## src/rtl/esc_encoder.sv

```systemverilog
// C-PHY escape-mode transmitter: serialises an 8-bit escape command (plus LPDT payload bytes) MSB-first
// on lane A, ending every sequence with a one-cycle 111 stop state. Optional macro: ESC_TX_STATUS_EN (TxByteCount).
module esc_encoder #(
   parameter logic [7:0] CMD_LPDT = 8'hE1,
   parameter logic [7:0] CMD_ULPS = 8'h1E,
   parameter logic [7:0] CMD_TRIG = 8'h62
) (
   input  logic       clk,
   input  logic       RST,
   input  logic       TxRequestEsc,
   input  logic       TxLpdtEsc,
   input  logic       TxUlpsEsc,
   input  logic [3:0] TxTriggerEsc,
   input  logic [7:0] TxDataEsc,
   input  logic       TxValidEsc,
   output logic       TxReadyEsc,
   output logic       A,
   output logic       B,
   output logic       C,
   output logic       EscEncoderActive,
   output logic       ErrTxCmd,
   output logic       ErrUnderflow
`ifdef ESC_TX_STATUS_EN
   ,
   output logic [7:0] TxByteCount
`endif
);

   // Handshake: a byte moves when TxReadyEsc && TxValidEsc at a rising clk edge. TxReadyEsc is only
   // offered on the last bit of a byte slot, so the accepted byte's MSB follows with no gap.

   typedef enum logic [2:0] {
      IDLE      = 3'd0,
      CMD       = 3'd1,
      LPDT      = 3'd2,
      ULPS_HOLD = 3'd3,
      STOP      = 3'd4
   } escState_t;

   localparam logic [1:0] MODE_LPDT = 2'd0;
   localparam logic [1:0] MODE_ULPS = 2'd1;
   localparam logic [1:0] MODE_TRIG = 2'd2;

   escState_t  state;
   escState_t  nextState;
   logic [2:0] bitCnt;
   logic [7:0] shiftReg;
   logic [1:0] mode;
   logic       armed;

   logic       selTrig;
   logic       trigBad;
   logic [1:0] selCount;
   logic       validSel;
   logic       idleReq;
   logic       loadCmd;
   logic       cmdErr;
   logic       lastBit;
   logic       boundary;
   logic       transfer;
   logic       underflow;
   logic [7:0] cmdCode;
   logic [1:0] selMode;
   logic       nextA;
   logic       nextB;
   logic       nextC;

   assign selTrig  = (TxTriggerEsc == 4'b0001);
   assign trigBad  = (TxTriggerEsc != 4'b0000) && !selTrig;
   assign selCount = {1'b0, TxLpdtEsc} + {1'b0, TxUlpsEsc} + {1'b0, selTrig};
   assign validSel = (selCount == 2'd1) && !trigBad;
   // armed blocks repeated error pulses until the request is released
   assign idleReq  = (state == IDLE) && TxRequestEsc && armed;
   assign loadCmd  = idleReq && validSel;
   assign cmdErr   = idleReq && !validSel;

   assign lastBit    = (bitCnt == 3'd7);
   assign boundary   = lastBit && (((state == CMD) && (mode == MODE_LPDT)) || (state == LPDT));
   assign TxReadyEsc = boundary && TxRequestEsc;
   assign transfer   = TxReadyEsc && TxValidEsc;
   assign underflow  = boundary && TxRequestEsc && !TxValidEsc;

   always_comb begin
      cmdCode = CMD_TRIG;
      selMode = MODE_TRIG;
      if (TxLpdtEsc) begin
         cmdCode = CMD_LPDT;
         selMode = MODE_LPDT;
      end else if (TxUlpsEsc) begin
         cmdCode = CMD_ULPS;
         selMode = MODE_ULPS;
      end
   end

   // State register
   always_ff @(posedge clk or negedge RST) begin
      if (!RST) state <= IDLE;
      else      state <= nextState;
   end

   // Next-state logic
   always_comb begin
      nextState = state;
      case (state)
         IDLE: if (loadCmd) nextState = CMD;
         CMD: begin
            if (lastBit) begin
               case (mode)
                  MODE_LPDT: nextState = transfer ? LPDT : STOP;
                  MODE_ULPS: nextState = ULPS_HOLD;
                  default:   nextState = STOP;
               endcase
            end
         end
         LPDT:      if (lastBit) nextState = transfer ? LPDT : STOP;
         ULPS_HOLD: if (!TxRequestEsc) nextState = STOP;
         STOP:      nextState = IDLE;
         default:   nextState = IDLE;
      endcase
   end

   // Output logic: lane symbol selected by the current state, registered below
   always_comb begin
      nextA = 1'b1;
      nextB = 1'b1;
      nextC = 1'b1;
      case (state)
         CMD, LPDT: begin
            nextA = shiftReg[7];
            nextB = ~shiftReg[7];
            nextC = 1'b0;
         end
         ULPS_HOLD: begin
            nextA = 1'b0;
            nextB = 1'b0;
            nextC = 1'b0;
         end
         default: ;
      endcase
   end

   always_ff @(posedge clk or negedge RST) begin
      if (!RST) begin
         A                <= 1'b1;
         B                <= 1'b1;
         C                <= 1'b1;
         EscEncoderActive <= 1'b0;
         ErrTxCmd         <= 1'b0;
         ErrUnderflow     <= 1'b0;
      end else begin
         A                <= nextA;
         B                <= nextB;
         C                <= nextC;
         EscEncoderActive <= (state != IDLE);
         ErrTxCmd         <= cmdErr;
         ErrUnderflow     <= underflow;
      end
   end

   always_ff @(posedge clk or negedge RST) begin
      if (!RST) begin
         bitCnt   <= 3'd0;
         shiftReg <= 8'd0;
         mode     <= MODE_LPDT;
         armed    <= 1'b1;
      end else begin
         if (cmdErr)             armed <= 1'b0;
         else if (!TxRequestEsc) armed <= 1'b1;

         if (loadCmd) begin
            bitCnt   <= 3'd0;
            shiftReg <= cmdCode;
            mode     <= selMode;
         end else if ((state == CMD) || (state == LPDT)) begin
            bitCnt   <= bitCnt + 3'd1;
            shiftReg <= transfer ? TxDataEsc : {shiftReg[6:0], 1'b0};
         end
      end
   end

`ifdef ESC_TX_STATUS_EN
   always_ff @(posedge clk or negedge RST) begin
      if (!RST)                                 TxByteCount <= 8'd0;
      else if (loadCmd)                         TxByteCount <= 8'd0;
      else if (transfer && TxByteCount != 8'hFF) TxByteCount <= TxByteCount + 8'd1;
   end
`endif

endmodule

```

## config.mk

```make
export PLATFORM = sky130hd
export DESIGN_NAME = esc_encoder
export DESIGN_NICKNAME = d
export VERILOG_FILES = /design/src/rtl/esc_encoder.sv
export SDC_FILE = /design/constraint.sdc
export NUM_CORES = 1
export LEC_CHECK = 0
export CORE_MARGIN = 10
export CORE_UTILIZATION = 40
export DETAILED_ROUTE_END_ITERATION = 10
export PLACE_DENSITY_LB_ADDON = 0.08
export SYNTH_ARGS = -nofsm -noshare
export SYNTH_HDL_FRONTEND = slang
export SYNTH_SLANG_ARGS = --single-unit
```

## constraint.sdc

```tcl
create_clock -name clk -period 3.25 [get_ports clk]
set_clock_uncertainty 0.05 [all_clocks]
set_input_delay 0.65 -clock clk [delete_from_list [all_inputs] [get_ports clk]]
set_output_delay 0.65 -clock clk [all_outputs]
set_load 0.02 [all_outputs]
```

==> results of run 1 <==
[worst max-delay path, cell delays in order (launching register included)]
cell and delay (ps):
sky130_fd_sc_hd__dfrtp_1 620, sky130_fd_sc_hd__nor4b_4 350, sky130_fd_sc_hd__nor2_1 70, sky130_fd_sc_hd__nor2_1 150, sky130_fd_sc_hd__and3_1 180, sky130_fd_sc_hd__clkdlybuf4s50_1 610
[per-layer routing]
layer	vias to the layer above	GRT usage, %	routed length, um
met3	2	4.01	145
met1	466	11.9	1330
met4	0	1.70	19
li1	489	-	-
met2	20	14.0	1250
met5	-	0	0
[where the power goes]
group | total (uW) | internal [uW] | switching [uW]
sequential | 518 | 418 | 101
combinational | 602 | 297 | 305
clock | 136 | 46.0 | 89.5
[cell families (layout without fill, tap and decap cells)]
family                   Yosys count  after routing  share of synthesized area [%]
multiplexers                       6              6                           5.20
buffers and inverters              9             36                           3.80
XOR/XNOR                           1              1                          0.700
AO/OA/AOI/OAI                     33             33                           18.1
AND/OR/NAND/NOR                   46             46                           22.2
adder cells (fa/ha/maj)            3              3                           3.60
flip-flops                        23             23                           46.4
[cell type report]
cell class / count / area [um^2] / share of cell area, %
multi-input combinational: 89 / 623 / 39.6
sequential: 23 / 581 / 36.9
timing repair buffer: 29 / 278 / 17.6
tap: 44 / 55.1 / 3.49
clock buffer: 3 / 22.5 / 1.43
inverter: 3 / 11.3 / 0.715
clock inverter: 1 / 5.00 / 0.318
[final timing paths]
kind	start	endpoint	slack, ps	depth (start not counted)
max in group asynchronous	RST	C	1660	2
min reg2reg	shiftReg[7]	B	440	1
min	shiftReg[7]	B	440	1
min in group asynchronous	RST	state[0]	790	1
max	state[0]	TxReadyEsc	260	5
max reg2reg	bitCnt[0]	shiftReg[7]	1110	6
[sequential cells by signal, indices dropped and copies added (netlist names)]
signal            count
A                     1
B                     1
C                     1
ErrTxCmd              1
ErrUnderflow          1
EscEncoderActive      1
armed                 1
bitCnt                3
mode                  2
shiftReg              8
state                 3
[synth_stat cells (2+ instances only)]
master	n	area [um^2]
sky130_fd_sc_hd__dfrtp_1	19	475
sky130_fd_sc_hd__nand2_1	11	41.3
sky130_fd_sc_hd__a21oi_1	8	40.0
sky130_fd_sc_hd__nor2_1	7	26.3
sky130_fd_sc_hd__o21ai_0	6	30.0
sky130_fd_sc_hd__mux2i_1	5	50.1
sky130_fd_sc_hd__nand3_1	5	25.0
sky130_fd_sc_hd__a211oi_1	4	30.0
sky130_fd_sc_hd__and2_1	4	25.0
sky130_fd_sc_hd__dfstp_2	4	105
sky130_fd_sc_hd__nand2b_1	4	25.0
sky130_fd_sc_hd__nor2b_1	4	25.0
sky130_fd_sc_hd__a21o_1	3	22.5
sky130_fd_sc_hd__inv_1	3	11.3
sky130_fd_sc_hd__buf_2	2	10.0
sky130_fd_sc_hd__clkbuf_1	2	7.51
sky130_fd_sc_hd__ha_1	2	25.0
sky130_fd_sc_hd__nor3_1	2	10.0
sky130_fd_sc_hd__nor3b_1	2	15.0
sky130_fd_sc_hd__o211ai_1	2	15.0
sky130_fd_sc_hd__o21bai_1	2	15.0
[through the flow]
step                      cells  setup WS [ps]  area [um^2]  hold WS (ps)  util (%)
after floorplan             121            830         1250           304         -
after global placement      188            273         1550           396      51.1
after detailed placement    188            132         1550           420      51.1
after CTS                   192            264         1580           440      52.0
after global routing        192            156         1580           465      52.0
final                       192            256         1580           436      52.0
==> impl_results.md, run 1 <==
- Remaining global-route overflow: 0
- Port Buf Inserts: 24
- Final sum of negative setup slack: 0 ps
- Final estimated routing congestion in global placement: 0.766
- Global router's overall resource usage: 9.27%
- Async set-reset flop share out of synthesis: 100%
- Share of layout cells above drive strength 1: 13.5%
- Largest fanout on the critical path: 12
- Later-pin clock latency in the skew report: 320 ps
- Synth Register Bits: 23
- Total power after layout: 1260 uW
- DRC errors left: 0
- Row Count: 20
- Required arrival time at the worst endpoint: 2550 ps
- Height of the chip: 75.9 um
- Initial Utilization: 41.3%
- Endpoint kind of the worst setup timing path: primary output
- Clock tree from TritonCTS: built
- Drt initial violations: 81
- Number of antenna violations at the first check in global routing: 0
- Class of the worst hold path: reg -> reg
- Per-instance average area after synthesis: 10.3 um^2
- CTS Hold Buffers Added: 0
- Unrepaired setup endpoints after global routing: false
- Final antenna diode count: 0
- Period minus WS final: 2990 ps
- Number of enable-type register cells in the synthesized netlist: 0
- Path type of the worst setup path: reg -> out
- Clock sink total: 23
- CTS clock-pin slew for the worst setup and hold paths: 130 ps
- Leakage Power: 0.000719 uW
- Routed wire per std cell: 14.3 um
- Most common cell after layout, fill and taps aside: sky130_fd_sc_hd__clkdlybuf4s50_1
- Cell count after synthesis: 121
- Arrival time reported for the critical path endpoint: 2290 ps
- Number of global-route vias before repair: 953
- Rel. slew slack: 36.3%
- HPWL after DPL: 2100 um
- I/O pins: 25
- Global-route wire length before repair: 4520 um
- Peak supply drop: 0.000397 V
- Post-DR vias/cell: 5.09
- # H-tree levels: 1
- Number of nets in the layout: 170
- Number of instances resized during post-cts repair: 0
- Worst setup SP type: flip-flop
- Max-cap viol count: 0
- Largest net degree at the start of global routing: 22
- Total die area: 5770 um^2
- P&R area growth vs syn: 25.9%
- Clock buffers created by TritonCTS: 3
- Most frequent cells in the layout: 24 x sky130_fd_sc_hd__clkdlybuf4s50_1, 19 x sky130_fd_sc_hd__dfrtp_1, 11 x sky130_fd_sc_hd__nand2_1
- Width of the chip: 75.9 um
- Fmax: 0.334 GHz
- Mapped cell area: 1250 um^2
- Routed WL: 2750 um
- Clock buffer depth: 2
- Crit share post-route: 92.1%
- Number of detailed-route iterations in the first pass: 4
- Yosys synthesis warning count: 0
- Routed Antenna Nets: 0
- Final setup violating endpoints: 0
- Via count: 977
- Number of inserted filler cells in the final layout: 286
- Run status: finished clean
- Worst-margin pin slew: 952 ps
- CTS Root Buffer Type: sky130_fd_sc_hd__clkbuf_4
- Dominant register cell in the synthesized netlist: sky130_fd_sc_hd__dfrtp_1
- Final Max Tran Viols: 0
- Hold Violations, Final: 0
- Number of post-CTS setup repair buffers: 0
- Power per unit of standard cell area: 797 nW/um^2
- Library cells used by synthesis: 41
- Post-Synthesis Net Count: 142
- Seq/Total Area, Yosys: 46.4%
- Core Footprint: 3030 um^2
Note: power is estimated with default switching activity, not from simulation.
==> inputs of run 2 (changes only) <==
--- a/config.mk
+++ b/config.mk
@@ -8,7 +8,7 @@
 export CORE_MARGIN = 10
 export CORE_UTILIZATION = 40
 export DETAILED_ROUTE_END_ITERATION = 10
-export PLACE_DENSITY_LB_ADDON = 0.08
+export PLACE_DENSITY = 0.68
 export SYNTH_ARGS = -nofsm -noshare
 export SYNTH_HDL_FRONTEND = slang
 export SYNTH_SLANG_ARGS = --single-unit
==> run 2 against run 1 <==
  * Cell area down 0.48%
  * Global-route usage down 0.066 points
  * Clock-buffer cell count unchanged
  * Via count down 0.92%
  * Combinational power down 1%
  * Critical path type unchanged
  * Fmax up 1.1%
  * Power down 0.58%
  * Worst hold slack worse by 5.3 ps
==> impl_results.md, run 2 (synthesized netlist as in run 1, its figures left out) <==
- Max incr delay on CP: 610 ps (about the same)
- Worst setup SP type: flip-flop
- CTS clock-pin slew for the worst setup and hold paths: 140 ps (about the same)
- R2R Path Start: bitCnt[0]
- Rel. slew slack: 36.6% (+0.28 points)
- Fmax: 0.338 GHz (+1.1%)
- P&R area growth vs syn: 25.3%
- Number of nets in the layout: 169 (-0.59%)
- Routed wire per std cell: 13.3 um (-6.7%)
- Setup slack of the worst register-to-register path: 1150 ps (+40 ps)
- Critical path's top delay family: simple AND/OR/NAND/NOR gates
- Routed Antenna Nets: 0 (unchanged)
- Max-cap viol count: 0 (unchanged)
- Width of the chip: 75.9 um (unchanged)
- End of the worst register-to-register path: shiftReg[7]
- Largest Register: shiftReg
- Number of instances resized during post-cts repair: 0 (unchanged)
- Leading registers by flop count: shiftReg (8), bitCnt (3), state (3)
- Routed WL: 2550 um (-7.2%)
- Global-route wire length before repair: 4600 um (+1.8%)
- Final sum of negative setup slack: 0 ps (unchanged)
- Final Max Tran Viols: 0 (unchanged)
- Core Footprint: 3030 um^2 (unchanged)
- Clock sink total: 23 (unchanged)
- Total die area: 5770 um^2 (unchanged)
- Arrival time reported for the critical path endpoint: 2260 ps (-30 ps)
- Final estimated routing congestion in global placement: 0.773 (+0.82%)
- Number of global-route vias before repair: 1045 (+9.7%)
- Final antenna diode count: 0 (unchanged)
- Number of post-CTS setup repair buffers: 0 (unchanged)
- Later-pin clock latency in the skew report: 320 ps (about the same)
- Unrepaired setup endpoints after global routing: false
- CTS Root Buffer Type: sky130_fd_sc_hd__clkbuf_4
- Cells traversed along the worst timing path: nor4b_4, nor2_1, nor2_1, and3_1, clkdlybuf4s50_1
- Remaining global-route overflow: 0 (unchanged)
- Largest net degree at the start of global routing: 22 (unchanged)
- Largest fanout on the critical path: 12 (unchanged)
- Hold depth: 1 (unchanged)
- Global router's overall resource usage: 9.20% (-0.066 points)
- Clock buffers created by TritonCTS: 3 (unchanged)
- Total power after layout: 1250 uW (-0.58%)
- Number of flip-flops in the largest register: 8 (unchanged)
- HPWL after DPL: 1940 um (-7.5%)
- Worst-margin pin slew: 948 ps (-4.13 ps)
- Number of inserted filler cells in the final layout: 300 (+4.9%)
- Number of detailed-route iterations in the first pass: 2 (-2)
- Endpoint kind of the worst setup timing path: primary output
- Post-DR vias/cell: 5.07 (-0.40%)
- Hold Violations, Final: 0 (unchanged)
- Drt initial violations: 39 (-52%)
- Required arrival time at the worst endpoint: 2550 ps (about the same)
- Buf+Inv Stages, Crit Path: 1 (unchanged)
- Run status: finished clean
- Min-Delay Endpoint: B
- Cell repeated most along the worst path: sky130_fd_sc_hd__nor2_1
- Number of antenna violations at the first check in global routing: 0 (unchanged)
- # H-tree levels: 1 (unchanged)
- Crit-path slowest cell: sky130_fd_sc_hd__dfrtp_1
- Class of the worst hold path: reg -> reg
- Most common cell after layout, fill and taps aside: sky130_fd_sc_hd__clkdlybuf4s50_1
- Final setup violating endpoints: 0 (unchanged)
- Row Count: 20 (unchanged)
- Port Buf Inserts: 24 (unchanged)
- Via count: 968 (-0.92%)
- Share of layout cells above drive strength 1: 12.9% (-0.59 points)
- DRC errors left: 0 (unchanged)
- Leakage Power: 0.000715 uW (-0.67%)
- I/O pins: 25 (unchanged)
- Placed insts: 187 (-0.53%)
- Post-Layout Cell Count: 191 (-0.52%)
- Initial Utilization: 41.3% (unchanged)
- Clock buffer depth: 2 (unchanged)
- CTS Hold Buffers Added: 0 (unchanged)
- Hold path startpoint: shiftReg[7]
- Worst Reg-to-Reg Cells: 6 (unchanged)
- Crit share post-route: 91.1% (-0.99 points)
- Peak supply drop: 0.000285 V (-28%)
- Path type of the worst setup path: reg -> out
- Height of the chip: 75.9 um (unchanged)
- Clock tree from TritonCTS: built
- Power per unit of standard cell area: 796 nW/um^2 (-0.11%)
- Period minus WS final: 2960 ps (-32.3 ps)
- Most frequent cells in the layout: 24 x sky130_fd_sc_hd__clkdlybuf4s50_1, 19 x sky130_fd_sc_hd__dfrtp_1, 11 x sky130_fd_sc_hd__nand2_1
==> run 2: layout make-up <==
type	count	area (um^2)	share of cell area, %
tap	44	55.1	3.51
inverter	3	11.3	0.718
sequential	23	581	37.0
multi-input combinational	89	623	39.7
clock buffer	3	22.5	1.44
timing repair buffer	28	270	17.2
clock inverter	1	5.00	0.319
==> run 2: metal layers <==
metal / wire (um) / track usage (%) / vias up
li1: - / - / 481
met1: 1240 / 11.5 / 465
met2: 1170 / 14.9 / 18
met3: 109 / 2.24 / 4
met4: 29 / 3.41 / 0
met5: 0 / 0 / -
==> run 2: where the power goes <==
part	total [uW]	switching (uW)	internal (uW)	leakage, uW
sequential	511	93.7	418	0.000280
combinational	596	302	295	0.000416
clock	140	94.3	46.1	0.0000177
total	1250	490	759	0.000715
==> run 2: how the worst max path moves through the flow <==
stage,depth (start not counted),start,to
after global placement,9,TxTriggerEsc[1],shiftReg[2]
after floorplan,8,TxTriggerEsc[1],shiftReg[5]
after detailed placement,9,TxTriggerEsc[1],shiftReg[2]
after global routing,5,state[0],TxReadyEsc
final,5,state[0],TxReadyEsc
after CTS,5,state[0],TxReadyEsc
==> run 2: through the flow <==
stage	util [%]	cell area (um^2)	setup WS [ps]	hold WS [ps]
6_report	51.8	1570	289	431
5_1_grt	51.8	1570	156	466
4_1_cts	51.8	1570	281	431
3_5_place_dp	50.9	1540	109	411
3_3_place_gp	50.9	1540	218	399
2_1_floorplan	-	1250	830	304
